**src/rtl/hls_deadlock_pkg.sv**
```systemverilog
// Shared types and helpers for the HLS deadlock reporting block.
package hls_deadlock_pkg;

   typedef enum logic {
      IDLE,
      SEND
   } state_t;

   // Width of a source index; a single source still needs one bit.
   function automatic int unsigned src_width(input int unsigned n);
      return (n <= 1) ? 1 : $clog2(n);
   endfunction

   // Round-robin search: first set bit of req[n-1:0] scanning upward from last+1 with wrap.
   // Returns last when no bit is set.
   function automatic logic [3:0] rr_pick(input logic [15:0] req,
                                          input logic [3:0]  last,
                                          input int unsigned n);
      logic        found;
      logic [3:0]  pick;
      int unsigned j;
      found = 1'b0;
      pick  = last;
      for (int unsigned k = 1; k <= 16; k++) begin
         if (k <= n) begin
            j = int'(last) + k;
            if (j >= n) j = j - n;
            if (!found && req[4'(j)]) begin
               found = 1'b1;
               pick  = 4'(j);
            end
         end
      end
      return pick;
   endfunction

endpackage

```
**src/rtl/hls_deadlock_persist_filter.sv**
```systemverilog
// Persistence filter: confirms a monitor block signal after THRESH consecutive high edges.
module hls_deadlock_persist_filter #(
   parameter int unsigned THRESH = 1024
) (
   input  logic clock,
   input  logic reset,
   input  logic clear,
   input  logic blk,
   output logic confirm
);

   localparam int unsigned CW = $clog2(THRESH + 1);

   logic [CW-1:0] cnt;

   // Count consecutive high cycles, saturating at THRESH so a long block cannot re-confirm.
   always_ff @(posedge clock) begin
      if (reset || clear) begin
         cnt <= '0;
      end else if (!blk) begin
         cnt <= '0;
      end else if (cnt != CW'(THRESH)) begin
         cnt <= cnt + CW'(1);
      end
   end

   assign confirm = blk && !clear && (cnt == CW'(THRESH - 1));

endmodule

```
**src/rtl/hls_deadlock_report_ctrl.sv**
```systemverilog
// Collects per-instance deadlock monitor outputs, latches confirmed events with a
// timestamp and reports them round-robin over one valid/ready channel.
module hls_deadlock_report_ctrl
   import hls_deadlock_pkg::*;
#(
   parameter  int unsigned NUM_SRC = 4,
   parameter  int unsigned THRESH  = 1024,
   parameter  int unsigned TS_W    = 32,
   localparam int unsigned SRC_W   = src_width(NUM_SRC)
) (
   input  logic               clock,
   input  logic               reset,
   input  logic [NUM_SRC-1:0] block_sigs,
   input  logic               clear,
   output logic               report_valid,
   input  logic               report_ready,
   output logic [SRC_W-1:0]   report_src,
   output logic [TS_W-1:0]    report_ts,
   output logic [NUM_SRC-1:0] pending,
   output logic [NUM_SRC-1:0] reported,
   output logic               any_deadlock
);

   state_t             state;
   state_t             state_nx;
   logic               hs;
   logic [TS_W-1:0]    ts;
   logic [TS_W-1:0]    ts_cap [NUM_SRC];
   logic [SRC_W-1:0]   last;
   logic [NUM_SRC-1:0] confirm;
   logic [NUM_SRC-1:0] new_evt;
   logic [15:0]        req;
   logic [SRC_W-1:0]   sel;

   for (genvar g = 0; g < NUM_SRC; g++) begin : g_filt
      hls_deadlock_persist_filter #(.THRESH(THRESH)) u_filt (
         .clock   (clock),
         .reset   (reset),
         .clear   (clear),
         .blk     (block_sigs[g]),
         .confirm (confirm[g])
      );
   end

   assign new_evt      = confirm & ~pending & ~reported;
   assign report_valid = (state == SEND);
   assign any_deadlock = |(pending | reported);

   // Round-robin choice among pending sources, starting after the last one served.
   always_comb begin
      req                = '0;
      req[NUM_SRC-1:0]   = pending;
      sel                = SRC_W'(rr_pick(req, 4'(last), NUM_SRC));
   end

   // Free-running timestamp, wraps silently.
   always_ff @(posedge clock) begin
      if (reset) ts <= '0;
      else       ts <= ts + TS_W'(1);
   end

   // FSM state register; clear aborts a pending offer.
   always_ff @(posedge clock) begin
      if (reset || clear) state <= IDLE;
      else                state <= state_nx;
   end

   // Next-state and handshake detection.
   always_comb begin
      state_nx = state;
      hs       = 1'b0;
      case (state)
         IDLE: if (|pending) state_nx = SEND;
         SEND: begin
            if (report_ready) begin
               hs       = 1'b1;
               state_nx = IDLE;
            end
         end
         default: state_nx = IDLE;
      endcase
   end

   // Report payload is loaded on leaving IDLE and held through SEND.
   always_ff @(posedge clock) begin
      if (reset) begin
         report_src <= '0;
         report_ts  <= '0;
      end else if (state == IDLE && |pending) begin
         report_src <= sel;
         report_ts  <= ts_cap[sel];
      end
   end

   // Round-robin pointer follows the last accepted source; clear leaves it alone.
   always_ff @(posedge clock) begin
      if (reset)            last <= SRC_W'(NUM_SRC - 1);
      else if (hs && !clear) last <= report_src;
   end

   // Capture the confirmation timestamp of each newly latched event.
   always_ff @(posedge clock) begin
      if (reset) begin
         for (int unsigned i = 0; i < NUM_SRC; i++) ts_cap[i] <= '0;
      end else begin
         for (int unsigned i = 0; i < NUM_SRC; i++)
            if (new_evt[i]) ts_cap[i] <= ts;
      end
   end

   // Event flags: pending is sticky until reported; reported re-arms when the block drops.
   always_ff @(posedge clock) begin
      if (reset || clear) begin
         pending  <= '0;
         reported <= '0;
      end else begin
         for (int unsigned i = 0; i < NUM_SRC; i++) begin
            if (hs && report_src == SRC_W'(i)) begin
               pending[i]  <= 1'b0;
               reported[i] <= block_sigs[i];
            end else begin
               if (new_evt[i])      pending[i]  <= 1'b1;
               if (!block_sigs[i])  reported[i] <= 1'b0;
            end
         end
      end
   end

endmodule
```
**config.mk**
```make
export PLATFORM = sky130hd
export DESIGN_NAME = hls_deadlock_report_ctrl
export DESIGN_NICKNAME = d
export VERILOG_FILES = /design/src/rtl/hls_deadlock_pkg.sv /design/src/rtl/hls_deadlock_persist_filter.sv /design/src/rtl/hls_deadlock_report_ctrl.sv
export SDC_FILE = /design/constraint.sdc
export NUM_CORES = 1
export LEC_CHECK = 0
export ABC_AREA = 1
export BUFFER_PORTS_ARGS = -buffer_cell sky130_fd_sc_hd__buf_2
export CAP_MARGIN = 20
export CELL_PAD_IN_SITES_DETAIL_PLACEMENT = 1
export CELL_PAD_IN_SITES_GLOBAL_PLACEMENT = 1
export CORE_MARGIN = 2
export CORE_UTILIZATION = 47
export DETAILED_ROUTE_END_ITERATION = 12
export PLACE_DENSITY = 0.91
export SYNTH_ARGS = -nofsm -noshare
export SYNTH_HDL_FRONTEND = slang
export SYNTH_SLANG_ARGS = --single-unit
```
**constraint.sdc**
```tcl
create_clock -name clock -period 4.9 [get_ports clock]
set_clock_uncertainty 0.1 [all_clocks]
set_input_delay 0.98 -clock clock [delete_from_list [all_inputs] [get_ports clock]]
set_output_delay 0.98 -clock clock [all_outputs]
set_load 0.02 [all_outputs]
```
==> reports/qor.yml <==
synth-edff-count: 128
hold_viol: 0
yosysWarningCount: 0
cts_tree: "yes"
yosys-top-cells-area: "edfxtp_1, dfxtp_1, nand2_1"
post_cts_buffers: 0
cp_slowest_stage_delay_ns: 0.60
grt_max_degree: 42
synth-seq-cells: 249
hold_buffers: 0
fill_cells: 2852
ir_drop_mv: 0.2535
io_pins: 52
cp.required_ns: 5.24
critical_path.cell_chain: "inv_4 > ha_1 > inv_2 > nand3_1 > nand3_2 > nand4_1 > nand2_2 > buf_4 > nand2_1 > nand3_1 > nand3_1 > nand2_1 > inv_1"
async_reset_ff_share_pct: 0
fin_crit_sh_pct: 71.94
multi_input_area_um2: 4193
syn_to_final_growth_pct: 13.77
antenna_found_initial: 0
cts_buffers: 28
synth.most_common_cell: "nand2_1"
crit_fanout: 36
rsz0062_at_grt: "false"
use_met1_pct: 32.31
yosys-top-cells-count: "nand2_1, nor2_1, inv_1, edfxtp_1, dfxtp_1"
syn_inst: 1388
diodes: 0
dieArea_um2: 25520
placedCellCount: 1726
grt_pass1_wl_um: 57030
critical_path_class: "flop to flop"
post-route-cell-area_um2: 12970
cp_top_family: "simple AND/OR/NAND/NOR gates"
port_buffers: 51
grt_util_met2_pct: 49.27
leakage_uw: 0.005210
cts_max_path_buffers: 3
synthesis.area_um2: 11400
worst-path-stages: 13
ys.flop_type: "edfxtp_1"
drv_slew: 0
cpMaxStageDelayCell: "dfxtp_1"
core_area_um2: 23610
reg2reg_depth: 13
die_h_um: 159.7
cp.buffers_inverters: 4
synth_top_cell_area_share_pct: 33.71
clockRootBuffer: "clkbuf_16"
clk_pin_slew_worst_paths_ns: 0.07
vias_per_cell: 5.641
instances_no_fill: 1778
max_slew.worst_pin.slew_ns: 0.9111
vias: 10029
gp_congestion: 0.8582
synth.largest_area_cell: "edfxtp_1"
rr_endpoint: "report_ts[11]"
crit_path_start_kind: "flop"
p_per_area_nw_per_um2: 362.3
crit_start: "last[0]"
nNetsFinal: 1459
die_w_um: 159.7
finalSetupViolations: 0
cts_resized: 0
postPlaceCellArea_um2: 11960
rows: 56
slew-limit-headroom_pct: 39.04
drt_iter0_drc: 738
clkLatencyLatePin_ns: 0.55
cp-end-kind: "flop"
grt_usage_pct: 27.75
outcome: "finished, final reports clean"
fmax_mhz: 283.7
crit_top_cell: "nand3_1"
ant_nets: 0
syn_nets: 1410
routed_wirelength_um: 35460
start_util_pct: 48.28
syn_avg_cell_area_um2: 8.214
h-tree-depth: 1
r2r-start: "last[0]"
cts.sinks: 249
synth-seq-area-share_pct: 54.96
seqCellArea_um2: 6266
arrival_ns: 3.87
grt_pass1_vias: 10763
remaining_drc_errors: 0
gr-total-overflow: 0
wl_per_cell_um: 19.95
grt.busiest_layer: "met2"
min_path_type: "flop to flop"
use_met3_pct: 4.338
min_period_ns: 3.525
layout-drive-gt1-share_pct: 10.90
synth_cell_types: 46
fin_tns_setup_ns: 0
crit_path_end: "report_ts[11]"
dr.pass1.iters: 5
maxCapViolations: 0
rrSetupSlack_ns: 1.38
dp.final_hpwl_um: 21090
-- layer usage --
metal,up-vias,routed length [um]
met2,399,17900
li1,4546,-
met4,0,1720
met3,141,2003
met5,-,0
met1,4943,13840
-- worst min path at each step --
stage,startpoint,to,cells after the start
after floorplan,ts[0],ts[0],1
final,g_filt[1].u_filt.cnt[4],g_filt[1].u_filt.cnt[4],2
after detailed placement,g_filt[0].u_filt.cnt[0],g_filt[0].u_filt.cnt[0],1
after CTS,g_filt[3].u_filt.cnt[3],g_filt[3].u_filt.cnt[3],2
after global placement,ts[0],ts[0],1
after global routing,ts[0],ts[0],1
-- flip-flops by register name (all words and copies together) (netlist names) --
| register | count |
|---|---|
| last | 2 |
| report_valid | 1 |
| reported | 4 |
| pending | 4 |
| report_src | 2 |
| g_filt.u_filt.cnt | 44 |
| ts | 32 |
| report_ts | 32 |
| ts_cap | 128 |
-- worst min-delay path, cell delays in order, from the launching register on --
cell	delay, ns
dfxtp_1	0.33
inv_1	0.06
a21oi_1	0.05
-- area by class of cell --
type / instances / share of cell area, %
Clock inverter: 14 / 1.524
Inverter: 188 / 5.460
Sequential cell: 249 / 48.31
Timing Repair Buffer: 64 / 3.067
Clock buffer: 38 / 6.241
Tap cell: 319 / 3.077
Multi-Input combinational cell: 906 / 32.32
-- report_power, final --
group          internal, uW  total [uW]  leakage, uW  switching, uW
clock network          1420        2310     0.000500            895
logic                  31.8         120      0.00252           88.2
registers              2240        2270      0.00219           24.1
-- layout by cell type, fill, tap and decap left out, drive strengths merged, types with 2 or more instances in the layout --
cell	synthesis	routed
nor2	232	232
xor2	4	4
nand4	25	25
a31oi	2	2
o21a	2	2
nand2	378	378
bufinv	0	5
buf	34	64
nand3	83	83
nor3	38	38
a221oi	2	2
dfxtp	121	121
clkbuf	11	38
a21oi	52	52
clkinv	0	8
edfxtp	128	128
a211oi	2	2
nor4	9	9
or2	5	5
nor3b	8	8
inv	188	188
o211ai	3	3
o21ai	40	40
ha	14	14
-- cells by family (layout without fill, tap and decap cells) --
family,Yosys count,in the layout,share of synthesized area [%]
AOI/OAI and AO/OA,106,106,5.070
xor gates and xnor gates,4,4,0.3073
adders and majority gates,14,14,1.536
buffers and inverters,233,304,8.604
DFF,249,249,54.96
and+or+nand+nor,782,782,29.52
-- through the flow --
stage               hold slack (ns)  worst slack [ns]  util (%)  total power, uW
floorplan                    0.3297            0.7399         -             2373
finish                       0.3853             1.375     54.93             4699
global route                 0.4117             1.118     54.93             4799
global placement             0.3436             1.696     50.38             2405
detailed placement           0.3778             1.558     50.67             2424
CTS                          0.3889             1.436     54.93             4699
Power figures use the tool's default switching activity.
